<file path="config.mk">
export PLATFORM = sky130hd
export DESIGN_NAME = router_pkt_fifo
export DESIGN_NICKNAME = d
export VERILOG_FILES = /design/src/rtl/router_pkg.sv /design/src/rtl/router_fifo_mem.sv /design/src/rtl/router_pkt_fifo.sv
export SDC_FILE = /design/constraint.sdc
export NUM_CORES = 1
export LEC_CHECK = 0
export ABC_AREA = 1
export BUFFER_PORTS_ARGS = -buffer_cell sky130_fd_sc_hd__buf_2
export CORE_MARGIN = 2
export CORE_UTILIZATION = 61
export DETAILED_ROUTE_END_ITERATION = 16
export PLACE_DENSITY = 0.79
export SLEW_MARGIN = 20
export SYNTH_ARGS = -nofsm -noshare
export SYNTH_HDL_FRONTEND = slang
export SYNTH_SLANG_ARGS = --single-unit
</file>
<file path="constraint.sdc">
create_clock -name clk -period 2.9 [get_ports clk]
set_clock_uncertainty 0.2 [all_clocks]
set_input_delay 0 -clock clk [delete_from_list [all_inputs] [get_ports clk]]
set_output_delay 0 -clock clk [all_outputs]
set_load 0.02 [all_outputs]
</file>
<file path="src/rtl/router_pkg.sv">
// Shared constants and helpers for the router output-port packet FIFO.
// The header length field sits in the upper bits of the first byte of a packet.
package router_pkg;

  localparam int unsigned DATA_W_DEF = 8;
  localparam int unsigned DEPTH_DEF  = 16;
  localparam int unsigned LEN_LSB    = 2;
  localparam int unsigned LEN_MAX_W  = 30;
  localparam int unsigned LEN_RES_W  = LEN_MAX_W + 1;

  // Occupancy counters must be able to represent DEPTH itself.
  function automatic int unsigned cnt_w(input int unsigned depth);
    return $clog2(depth + 1);
  endfunction

  // Bytes still to come after a header: payload length plus the parity byte.
  function automatic logic [LEN_RES_W-1:0] pkt_len(input logic [LEN_MAX_W-1:0] len_field);
    return {1'b0, len_field} + LEN_RES_W'(1);
  endfunction

endpackage

</file>
<file path="src/rtl/router_fifo_mem.sv">
// FIFO storage array: one synchronous write port and one registered read port.
// Only the read register is resettable; the array itself holds no reset.
module router_fifo_mem #(
  parameter  int unsigned WIDTH = 9,
  parameter  int unsigned DEPTH = 16,
  localparam int unsigned AW    = $clog2(DEPTH)
) (
  input  logic             clk,
  input  logic             rstn,
  input  logic             clr,
  input  logic             we,
  input  logic [AW-1:0]    waddr,
  input  logic [WIDTH-1:0] wdata,
  input  logic             re,
  input  logic [AW-1:0]    raddr,
  output logic [WIDTH-1:0] rdata
);

  logic [WIDTH-1:0] mem [DEPTH];

  always_ff @(posedge clk) begin
    if (we) begin
      mem[waddr] <= wdata;
    end
  end

  // A same-cycle write to raddr returns the old contents (read-before-write).
  always_ff @(posedge clk or negedge rstn) begin
    if (!rstn) begin
      rdata <= '0;
    end else if (clr) begin
      rdata <= '0;
    end else if (re) begin
      rdata <= mem[raddr];
    end
  end

endmodule

</file>
<file path="src/rtl/router_pkt_fifo.sv">
// Packet-aware output-port FIFO of the 1x3 router: stores a header tag per word,
// frames popped words with sop/eop, and tracks occupancy, packets and errors.
module router_pkt_fifo
  import router_pkg::*;
#(
  parameter  int unsigned DATA_W    = DATA_W_DEF,
  parameter  int unsigned DEPTH     = DEPTH_DEF,
  parameter  int unsigned AF_MARGIN = 2,
  parameter  int unsigned AE_MARGIN = 2,
  localparam int unsigned CNT_W     = cnt_w(DEPTH)
) (
  input  logic              clk,
  input  logic              rstn,
  input  logic              soft_reset,
  input  logic              write_enb,
  input  logic              lfd_state,
  input  logic [DATA_W-1:0] data_in,
  input  logic              read_enb,
  output logic [DATA_W-1:0] data_out,
  output logic              out_valid,
  output logic              sop,
  output logic              eop,
  output logic              full,
  output logic              empty,
  output logic              almost_full,
  output logic              almost_empty,
  output logic [CNT_W-1:0]  count,
  output logic [CNT_W-1:0]  pkt_cnt,
  output logic              overflow,
  output logic              underflow
);

  localparam int unsigned PTR_W  = $clog2(DEPTH);
  localparam int unsigned REM_W  = DATA_W - 1;
  localparam int unsigned WORD_W = DATA_W + 1;

  logic [PTR_W-1:0]  wr_ptr;
  logic [PTR_W-1:0]  rd_ptr;
  logic [REM_W-1:0]  rem;
  logic [REM_W-1:0]  rem_eff;
  logic [DEPTH-1:0]  tag_q;
  logic [WORD_W-1:0] rd_word;
  logic              rd_acc;
  logic              wr_acc;
  logic              mem_we;
  logic              mem_re;
  logic              head_tag;
  logic              pkt_inc;
  logic              pkt_dec;

  assign full         = (count == CNT_W'(DEPTH));
  assign empty        = (count == '0);
  assign almost_full  = (count >= CNT_W'(DEPTH - AF_MARGIN));
  assign almost_empty = (count <= CNT_W'(AE_MARGIN));

  assign rd_acc = read_enb && !empty;
  assign wr_acc = write_enb && (!full || rd_acc);
  assign mem_we = wr_acc && !soft_reset;
  assign mem_re = rd_acc && !soft_reset;

  assign head_tag = tag_q[rd_ptr];
  assign pkt_inc  = wr_acc && lfd_state;
  assign pkt_dec  = rd_acc && head_tag;

  router_fifo_mem #(
    .WIDTH (WORD_W),
    .DEPTH (DEPTH)
  ) u_mem (
    .clk   (clk),
    .rstn  (rstn),
    .clr   (soft_reset),
    .we    (mem_we),
    .waddr (wr_ptr),
    .wdata ({lfd_state, data_in}),
    .re    (mem_re),
    .raddr (rd_ptr),
    .rdata (rd_word)
  );

  assign data_out = rd_word[DATA_W-1:0];
  assign sop      = rd_word[DATA_W];

  // Tag bits mirrored in flops so the pop cycle knows whether the head word is a header.
  always_ff @(posedge clk) begin
    if (mem_we) begin
      tag_q[wr_ptr] <= lfd_state;
    end
  end

  // Remaining-byte count after folding in the word currently on data_out.
  always_comb begin
    rem_eff = rem;
    if (out_valid) begin
      if (sop) begin
        rem_eff = REM_W'(pkt_len(LEN_MAX_W'(data_out[DATA_W-1:LEN_LSB])));
      end else if (rem != '0) begin
        rem_eff = rem - REM_W'(1);
      end
    end
  end

  always_ff @(posedge clk or negedge rstn) begin
    if (!rstn) begin
      wr_ptr    <= '0;
      rd_ptr    <= '0;
      count     <= '0;
      pkt_cnt   <= '0;
      rem       <= '0;
      out_valid <= 1'b0;
      eop       <= 1'b0;
      overflow  <= 1'b0;
      underflow <= 1'b0;
    end else if (soft_reset) begin
      wr_ptr    <= '0;
      rd_ptr    <= '0;
      count     <= '0;
      pkt_cnt   <= '0;
      rem       <= '0;
      out_valid <= 1'b0;
      eop       <= 1'b0;
      overflow  <= 1'b0;
      underflow <= 1'b0;
    end else begin
      if (wr_acc) begin
        wr_ptr <= wr_ptr + PTR_W'(1);
      end
      if (rd_acc) begin
        rd_ptr <= rd_ptr + PTR_W'(1);
      end

      if (wr_acc && !rd_acc) begin
        count <= count + CNT_W'(1);
      end else if (rd_acc && !wr_acc) begin
        count <= count - CNT_W'(1);
      end

      if (pkt_inc && !pkt_dec) begin
        pkt_cnt <= pkt_cnt + CNT_W'(1);
      end else if (pkt_dec && !pkt_inc) begin
        pkt_cnt <= pkt_cnt - CNT_W'(1);
      end

      rem       <= rem_eff;
      out_valid <= rd_acc;
      // A header pop never carries eop, which also covers truncated packets.
      if (rd_acc) begin
        eop <= !head_tag && (rem_eff == REM_W'(1));
      end

      if (write_enb && full && !rd_acc) begin
        overflow <= 1'b1;
      end
      if (read_enb && empty) begin
        underflow <= 1'b1;
      end
    end
  end

endmodule

</file>
==> impl_metrics.tcl <==
set metrics [dict create \
    crit_path_start_kind "flip-flop" \
    ir_drop_uv 624 \
    drc_errors 0 \
    clock-sinks 182 \
    stdcell_count 1005 \
    cp_num_buf_inv 1 \
    final.min_clock_period_ns 2.77 \
    port_buffers 40 \
    total_power_mw 7.94 \
    critPathCaptureType "flip-flop" \
    syn2layout_area_growth_pct 14.7 \
    io_pins 41 \
    num-nets-final 846 \
    drtPass1Iterations 5 \
    antenna_found_initial 0 \
    worst_pin_slew_ns 0.902 \
    fp.dieW_um 119 \
    start_util_pct 61.9 \
    synth_cells 750 \
    slowest_stage "nor2_1" \
    slew_viol_final 0 \
    synth_seq_area_share_pct 65.1 \
    wire_per_inst_um 18.5 \
    path_depth 6 \
    crit_type "reg2reg" \
    rsz0062_at_grt "true" \
    cts_buffers 17 \
    crit_arrival_ns 2.63 \
    core_area_um2 13100 \
    grt_max_degree 50 \
    setup_viol 0 \
    grtUsageTotal_pct 27.9 \
    antennaDiodeCount 0 \
    hpwlAfterDp_um 12000 \
    rows 42 \
    dieArea_um2 14200 \
    critPathTopFamily "simple AND/OR/NAND/NOR gates" \
    r2r_end "u_mem.mem[8][5]" \
    grt_pass1_vias 5750 \
    yosys_warnings 0 \
    p_leak_nw 3.73 \
    power.density_nw_per_um2 855 \
    synth_cell_type_count 35 \
    path_cells "inv_1 -> nand4_1 -> o21ai_0 -> nor2_1 -> nand2_1 -> nor2_1" \
    grt_pass1_wl_um 29800 \
    holdWs_ns 0.0449 \
    drive_gt1_share_pct 14.4 \
    hold_class "in2async" \
    clk_transition_reported_paths_ns 0.07 \
    worstSkewPairLatency_ns 0.44 \
    cap_violations 0 \
    root_buffer "clkbuf_16" \
    fillers 870 \
    synth_area_per_cell_um2 10.8 \
    routed_wirelength_um 18600 \
    fin_crit_sh_pct 95.6 \
    ant_nets 0 \
    fin_ws_ns 0.128 \
    syn_nets 780 \
    r2r_cells 6 \
    r2r-start "count[0]" \
    finalHoldViolCount 0 \
    path_common_cell "nor2_1" \
    cts_setup_buffers 0 \
    max_freq_mhz 361 \
    pre_cts_ws_ns 0.172 \
    slowest_delay_ns 0.68 \
    ff2ff_setup_slack_ns 0.13 \
    vias 5926 \
    required_ns 2.76 \
    outcome "complete, no violations" \
    slew_headroom_pct 39.9 \
    dp.cells 957 \
    synth_area_um2 8100 \
    drt_iter0_drc 645 \
    clockBufferDepth 2 \
    ys_seq_elements 182 \
    gp_congestion 0.935 \
    cts_tree "done" \
    overflow 0 \
    die_h_um 119 \
    viasPerCell 5.90 \
    crit_fanout 9 \
    h-tree-depth 4 \
]
[logic make-up after synthesis]
family / Yosys count / synth area share, %
buffers and inverters: 99 / 5.16
adders and majority gates: 16 / 2.66
xor gates and xnor gates: 10 / 1.08
AOI/OAI and AO/OA: 128 / 8.98
and+or+nand+nor: 315 / 17.0
DFF: 182 / 65.1
[placed cells by master (no fill, tap or decap), types with 16 or more instances in the layout]
master,synthesis,routed
edfxtp_1,144,144
nor2_1,88,83
buf_2,16,40
buf_4,1,20
inv_1,63,63
a21oi_1,32,32
nand3_1,42,42
dlygate4sd3_1,0,16
dfrtp_1,38,36
nand2_1,144,144
clkbuf_16,0,17
o21ai_0,64,64
[worst max-delay path by stage]
stage / start / endpoint / slack [ns]
after global placement: rd_ptr[1] / pkt_cnt[4] / 0.20
after detailed placement: rd_ptr[1] / pkt_cnt[4] / 0.17
after floorplan: count[0] / pkt_cnt[4] / 0.39
final: count[0] / u_mem.mem[8][5] / 0.13
after global routing: count[2] / pkt_cnt[4] / -0.05
after CTS: rd_ptr[1] / pkt_cnt[4] / 0.15
[repair_timing]
action / CTS / global route
resized for setup: 0 / 9
hold buffers: 16 / 0
setup endpoints to repair: 0 / 37
endpoints found under the hold margin: 208 / 0
[stage by stage]
step	util, %	instance area [um2]	TNS, ns
after floorplan	-	8100	0
after global placement	65.1	8520	0
after detailed placement	65.1	8520	0
after CTS	70.8	9270	0
after global routing	71.0	9290	-0.778
final	71.0	9290	0
[sequential cells by signal, summed over array words and instances (netlist names)]
register / cells
u_mem.rdata: 9
eop: 1
pkt_cnt: 5
out_valid: 1
rd_ptr: 4
underflow: 1
count: 5
wr_ptr: 4
overflow: 1
u_mem.mem: 129
rem: 7
tag_q: 15
[cells in the mapped netlist, drive strengths merged]
cell	count	area, um2
or2	1	6.26
nor3	11	55.1
o22ai	5	31.3
a21oi	33	176
fa	2	40.0
o21ai	68	340
o21a	1	7.51
a31oi	1	6.26
xnor2	5	43.8
nand4	15	93.8
o211ai	7	52.6
ha	14	175
buf	20	121
xor2	5	43.8
o31ai	1	7.51
nand3	45	248
dfrtp	38	951
nor2	92	369
nand2	151	604
o221ai	7	61.3
inv	69	259
clkbuf	10	37.5
o2111ai	5	43.8
edfxtp	144	4320
[per-layer routing]
layer	GRT usage, %	share of wire (%)
met1	35.9	39
met2	46.7	51
met3	6.32	7.5
met4	10.4	2.7
met5	0	0
[power breakdown]
part	internal, mW	total (mW)	switching (mW)
sequential	2.98	3.17	0.194
combinational	0.807	2.46	1.65
clock	1.35	2.31	0.957
total	5.14	7.94	2.80
[final cells by class]
class | instances | area, um2 | share of cell area (%)
Inverter | 69 | 262 | 2.81
Multi-Input combinational cell | 469 | 2420 | 26.0
Sequential cell | 182 | 5280 | 56.8
Timing Repair Buffer | 77 | 522 | 5.62
Clock inverter | 13 | 158 | 1.70
Tap cell | 176 | 220 | 2.37
Clock buffer | 19 | 433 | 4.66
No activity file was read; power rests on OpenSTA's default activity.
